===== src/rtl/flit_source.sv =====
// flit_source: credit-based flit injector. Serialises packet requests
// into head/body/tail flits on a registered router input channel.
// Ports: clk, reset (sync, active-low), pkt_valid/pkt_ready/pkt_vc/
// pkt_length/pkt_route request port, channel out, flow_ctrl credit
// return in, sent_flits_count out, sticky error out.
module flit_source #(
  parameter int num_vcs           = 8,
  parameter int buffer_size       = 64,
  parameter int max_packet_length = 4,
  parameter int route_info_width  = 14,
  parameter int enable_link_pm    = 1,
  parameter int flit_data_width   = 64,
  localparam int vc_idx_width =
    (num_vcs > 1) ? $clog2(num_vcs) : 1,
  localparam int len_width =
    $clog2(max_packet_length + 1),
  localparam int channel_width =
    enable_link_pm + 3 + vc_idx_width + flit_data_width
) (
  input  logic                        clk,
  input  logic                        reset,
  input  logic                        pkt_valid,
  output logic                        pkt_ready,
  input  logic [vc_idx_width-1:0]     pkt_vc,
  input  logic [len_width-1:0]        pkt_length,
  input  logic [route_info_width-1:0] pkt_route,
  output logic [channel_width-1:0]    channel,
  input  logic [vc_idx_width:0]       flow_ctrl,
  output logic [31:0]                 sent_flits_count,
  output logic                        error
);

  localparam int cpv = buffer_size / num_vcs;
  localparam int cw  = $clog2(cpv + 1);
  localparam logic [cw-1:0] cpv_c = cw'(cpv);
  localparam logic [len_width-1:0] max_len =
    len_width'(max_packet_length);

  typedef enum logic {IDLE, SEND} state_t;

  state_t                      state;
  logic [vc_idx_width-1:0]     cur_vc;
  logic [len_width-1:0]        cur_len;
  logic [len_width-1:0]        flit_idx;
  logic [route_info_width-1:0] cur_route;
  logic [15:0]                 pkt_cnt;

  logic [num_vcs-1:0][cw-1:0] credit_count;
  logic [num_vcs-1:0][cw-1:0] credit_nxt;
  logic [num_vcs-1:0]         ret_hit;
  logic [num_vcs-1:0]         snd_hit;

  logic                       ch_link;
  logic                       ch_valid;
  logic                       ch_head;
  logic                       ch_tail;
  logic [vc_idx_width-1:0]    ch_vc;
  logic [flit_data_width-1:0] ch_data;
  logic [flit_data_width-1:0] data_d;

  logic                    send_ok;
  logic                    last;
  logic                    len_bad;
  logic                    ovf;
  logic                    req_bad;
  logic [vc_idx_width-1:0] ret_vc;

  assign pkt_ready = (state == IDLE);
  assign ret_vc    = flow_ctrl[vc_idx_width:1];
  assign send_ok   = (state == SEND) &&
                     (credit_count[cur_vc] != '0);
  assign last      = (flit_idx == cur_len - len_width'(1));
  assign len_bad   = (pkt_length == '0) ||
                     (pkt_length > max_len);
  assign req_bad   = pkt_valid && pkt_ready && len_bad;

  always_comb begin
    data_d = '0;
    if (flit_idx == '0) begin
      data_d[flit_data_width-1 -: route_info_width] = cur_route;
    end else begin
      data_d[15:0]  = 16'(flit_idx);
      data_d[31:16] = pkt_cnt;
    end
  end

  // A send and a return on the same VC cancel out; a lone return
  // against a full counter is an overflow and leaves it at CPV.
  always_comb begin
    credit_nxt = credit_count;
    ovf        = 1'b0;
    for (int v = 0; v < num_vcs; v++) begin
      ret_hit[v] = flow_ctrl[0] &&
                   (ret_vc == vc_idx_width'(v));
      snd_hit[v] = send_ok &&
                   (cur_vc == vc_idx_width'(v));
      if (ret_hit[v] && !snd_hit[v]) begin
        if (credit_count[v] == cpv_c)
          ovf = 1'b1;
        else
          credit_nxt[v] = credit_count[v] + cw'(1);
      end else if (snd_hit[v] && !ret_hit[v]) begin
        credit_nxt[v] = credit_count[v] - cw'(1);
      end
    end
  end

  always_ff @(posedge clk) begin
    if (!reset) begin
      state            <= IDLE;
      cur_vc           <= '0;
      cur_len          <= '0;
      cur_route        <= '0;
      flit_idx         <= '0;
      pkt_cnt          <= '0;
      credit_count     <= {num_vcs{cpv_c}};
      ch_link          <= 1'b0;
      ch_valid         <= 1'b0;
      ch_vc            <= '0;
      ch_head          <= 1'b0;
      ch_tail          <= 1'b0;
      ch_data          <= '0;
      sent_flits_count <= '0;
      error            <= 1'b0;
    end else begin
      credit_count <= credit_nxt;
      ch_link      <= (state == SEND);
      ch_valid     <= send_ok;
      ch_vc        <= send_ok ? cur_vc : '0;
      ch_head      <= send_ok && (flit_idx == '0);
      ch_tail      <= send_ok && last;
      ch_data      <= send_ok ? data_d : '0;
      if (send_ok)
        sent_flits_count <= sent_flits_count + 32'd1;
      if (ovf || req_bad)
        error <= 1'b1;
      unique case (state)
        IDLE: begin
          if (pkt_valid && !len_bad) begin
            cur_vc    <= pkt_vc;
            cur_len   <= pkt_length;
            cur_route <= pkt_route;
            flit_idx  <= '0;
            state     <= SEND;
          end
        end
        SEND: begin
          if (send_ok) begin
            if (last) begin
              pkt_cnt <= pkt_cnt + 16'd1;
              state   <= IDLE;
            end else begin
              flit_idx <= flit_idx + len_width'(1);
            end
          end
        end
        default: state <= IDLE;
      endcase
    end
  end

  if (enable_link_pm != 0) begin : g_lpm
    assign channel = {ch_link, ch_valid, ch_vc,
                      ch_head, ch_tail, ch_data};
  end else begin : g_nolpm
    assign channel = {ch_valid, ch_vc,
                      ch_head, ch_tail, ch_data};
  end

endmodule

===== config.mk =====
export PLATFORM = sky130hd
export DESIGN_NAME = flit_source
export DESIGN_NICKNAME = d
export VERILOG_FILES = /design/src/rtl/flit_source.sv
export SDC_FILE = /design/constraint.sdc
export NUM_CORES = 1
export LEC_CHECK = 0
export CAP_MARGIN = 20
export CORE_AREA = 4 4 140 142
export DETAILED_ROUTE_END_ITERATION = 8
export DIE_AREA = 0 0 144 146
export SKIP_CTS_REPAIR_TIMING = 1
export SYNTH_ARGS = -nofsm -noshare
export SYNTH_HDL_FRONTEND = slang
export SYNTH_SLANG_ARGS = --single-unit

===== constraint.sdc =====
create_clock -name clk -period 3.75 [get_ports clk]
set_input_delay 0.5625 -clock clk [delete_from_list [all_inputs] [get_ports clk]]
set_output_delay 0.5625 -clock clk [all_outputs]
set_load 0.005 [all_outputs]

==> reports/metrics.json <==
{
  "outcome": {
    "result_of_the_run": "completed"
  },
  "global_route": {
    "antenna_found_initial": 0,
    "grt_start_max_net_pins": 50,
    "global_route_wire_length_before_repair_mm": 28.6,
    "first_global_vias": 5728,
    "global_route.peak_usage_layer": "met2",
    "overflow": 0,
    "track_usage_pct": 16.8,
    "grt.met3_usage_pct": 4.37,
    "grt.met2_usage_pct": 26.0,
    "met1_usage_pct": 22.6
  },
  "placement": {
    "placed_area_sq_um": 8320,
    "post-place-ws_ns": 0.274,
    "place.detailed.hpwl_mm": 12.2,
    "buffer_ports.inserted": 100,
    "post-place-cells": 1136,
    "globalplace.congestion": 0.838
  },
  "cts": {
    "insertion_delay_ns": 0.43,
    "clock_path_buffers": 2,
    "cts-buffers-inserted": 17,
    "tritoncts_num_sinks": 145,
    "tritoncts": "done",
    "cts-root-buf": "sky130_fd_sc_hd__clkbuf_16",
    "cts_max_level": 4,
    "clkTransAtPathRegs_ns": 0.06
  },
  "synthesis": {
    "synthArstFlopShare_pct": 0,
    "synth_top_cells_by_area": "sky130_fd_sc_hd__dfxtp_1 (40%), sky130_fd_sc_hd__xnor2_1 (5.6%), sky130_fd_sc_hd__nand2_1 (4.5%), sky130_fd_sc_hd__nor2_1 (4.1%), sky130_fd_sc_hd__buf_4 (3.8%)",
    "yosysUniqueCellTypes": 62,
    "yosys_register_bits": 145,
    "netlist.top_cell.by_area": "sky130_fd_sc_hd__dfxtp_1",
    "synthesis.area_sq_um": 7190,
    "synth_common_cells": "sky130_fd_sc_hd__dfxtp_1 (145), sky130_fd_sc_hd__nand2_1 (87), sky130_fd_sc_hd__nor2_1 (79), sky130_fd_sc_hd__a21oi_1 (48), sky130_fd_sc_hd__xnor2_1 (46)",
    "per_instance_average_area_after_synthesis_sq_um": 8.68,
    "synth_most_common_cell": "sky130_fd_sc_hd__dfxtp_1",
    "ys_dominant_reg_cell": "sky130_fd_sc_hd__dfxtp_1",
    "ys_warn_count": 0,
    "post_synth_top_area_share_pct": 40.4,
    "syn-instance-count": 828,
    "synth_edf_count": 0,
    "synth_seq_area_share_pct": 40.4
  },
  "setup_path": {
    "critical_register_to_register_path_endpoint": "credit_count[11]",
    "rr_startpoint": "credit_count[0]",
    "worstSetupPathType": "flip-flop to flip-flop",
    "critPathCaptureType": "flip-flop",
    "worst-r2r-cell-count": 12,
    "cp-start-kind": "flip-flop",
    "worst-path-max-fanout": 7,
    "r2r_setup_slack_ns": 0.33,
    "critical_path.startpoint": "credit_count[0]",
    "crit_required_ns": 4.06,
    "worst_setup_path_endpoint": "credit_count[11]",
    "cp_data_arrival_time_ns": 3.74
  },
  "detailed_routing": {
    "route.vias.total": 5998,
    "via_per_inst": 5.14,
    "wire_per_inst_um": 14.8,
    "drtPass1Iterations": 5,
    "detailed_route_wl_mm": 17.3,
    "drt_drc": 0,
    "drt.antenna.violating_nets": 0,
    "1st_iter_drt_viols": 281
  },
  "floorplanning": {
    "die_y_extent_um": 146,
    "rows": 50,
    "io_pins": 132,
    "fp.dieArea_sq_um": 21000,
    "dieWidth_um": 144,
    "core-area_sq_um": 18500,
    "initial_core_utilization_pct": 38.9
  },
  "final_layout": {
    "layout_cells_excl_fill": 1168,
    "drive_gt1_share_pct": 6.53,
    "fin_area_sq_um": 8910,
    "area_growth_pct": 24.0,
    "fillerInstances": 1767,
    "finish.utilization_pct": 48.3,
    "num_antenna_cells": 0,
    "final_nets": 977
  },
  "sta": {
    "tightestPinTransition_ns": 1.08,
    "finalMaxSlewViolations": 0,
    "max_slew_margin_pct": 28.1,
    "report.final.hold_viol_count": 0,
    "finalSetupTns_ns": 0,
    "grt_setup_unrepaired": "no",
    "max_freq_mhz": 292,
    "fin_skew_ns": 0.00984,
    "fin_hold_ws_ns": 0.451,
    "finalWorstPathRequiredPeriod_ns": 3.42,
    "layout_worst_path_cycle_share_pct": 91.2,
    "final_critical_path_setup_slack_ns": 0.329,
    "setup-violations-final": 0
  },
  "worst_hold_path": {
    "holdCritPathClass": "flip-flop to flip-flop",
    "min-delay-start": "cur_route[5]"
  },
  "pwr": {
    "p_per_area_nw_per_um2": 406,
    "vdd_drop_max_mv": 0.296,
    "fin_total_pwr_mw": 3.62,
    "static-leakage-power_nw": 3.42
  },
  "run": {
    "cap_violations": 0
  }
}
-- how the worst min path moves through the flow --
stage / end / slack, ns / depth (start not counted)
final: cur_route[5] / 0.45 / 2
after global routing: cur_route[13] / 0.47 / 2
after CTS: cur_route[7] / 0.45 / 2
after detailed placement: cur_route[7] / 0.44 / 2
after global placement: cur_route[5] / 0.44 / 2
after floorplan: cur_route[0] / 0.43 / 2
-- flip-flops by register name (all words and copies together) (netlist names), 3 cells and up --
signal            cells
ch_data              33
credit_count         32
sent_flits_count     32
pkt_cnt              16
cur_route            14
ch_vc                 3
cur_len               3
cur_vc                3
flit_idx              3
-- layout make-up --
type / count / area [sq um] / area share [%]
flip-flops and latches: 145 / 2900 / 32.6
clock inverters: 11 / 115 / 1.29
multi-input cells: 622 / 3930 / 44.1
well taps: 234 / 293 / 3.29
repair buffers: 117 / 1130 / 12.7
inverters: 18 / 67.6 / 0.758
clock buffers: 21 / 470 / 5.28
-- routing by layer --
layer / vias to the layer above / wire (um)
met3: 25 / 1010
met4: 0 / 250
met5: - / 0
met1: 2780 / 8070
met2: 160 / 8020
li1: 3033 / -
-- logic make-up (layout without fill, tap and decap cells) --
kind of cell | count (synthesis) | in the layout | share of synthesized area [%]
adders and majority gates | 29 | 29 | 5.88
AOI/OAI and AO/OA | 119 | 119 | 10.9
DFF | 145 | 145 | 40.4
other | 1 | 31 | 0.0522
xor gates and xnor gates | 58 | 58 | 7.26
and+or+nand+nor | 363 | 363 | 25.7
muxes | 22 | 22 | 3.12
buffers and inverters | 91 | 167 | 6.74
-- cell usage in the layout, fill, tap and decap left out, drive strengths merged, types with 24 or more instances in the layout --
master,n
dfxtp,145
clkdlybuf4s50,100
nand2,87
nor2,79
a21oi,48
xnor2,46
nor3,36
and3,34
conb,31
nor4,31
inv,25
o21ai,24
-- worst max-delay path, cell delays in order, from the launching register on --
cell                      delay [ns]
sky130_fd_sc_hd__dfxtp_1        0.37
sky130_fd_sc_hd__nor3_1         0.42
sky130_fd_sc_hd__o22ai_4        0.18
sky130_fd_sc_hd__nor3_1         0.40
sky130_fd_sc_hd__nor2_1         0.14
sky130_fd_sc_hd__or2_2          0.36
sky130_fd_sc_hd__ha_1           0.28
sky130_fd_sc_hd__a21o_1         0.17
sky130_fd_sc_hd__a21oi_1        0.18
sky130_fd_sc_hd__nand2_1        0.07
sky130_fd_sc_hd__or3_1          0.30
sky130_fd_sc_hd__o31ai_1        0.08
sky130_fd_sc_hd__mux2_2         0.36
-- power by group --
| group | total [mW] | internal, mW | leakage (nW) | switching (mW) |
|---|---|---|---|---|
| sequential | 1.60 | 1.57 | 1.17 | 0.0277 |
| combinational | 0.338 | 0.134 | 1.96 | 0.204 |
| clock | 1.68 | 0.983 | 0.288 | 0.699 |
(Power assumes the default switching activity.)
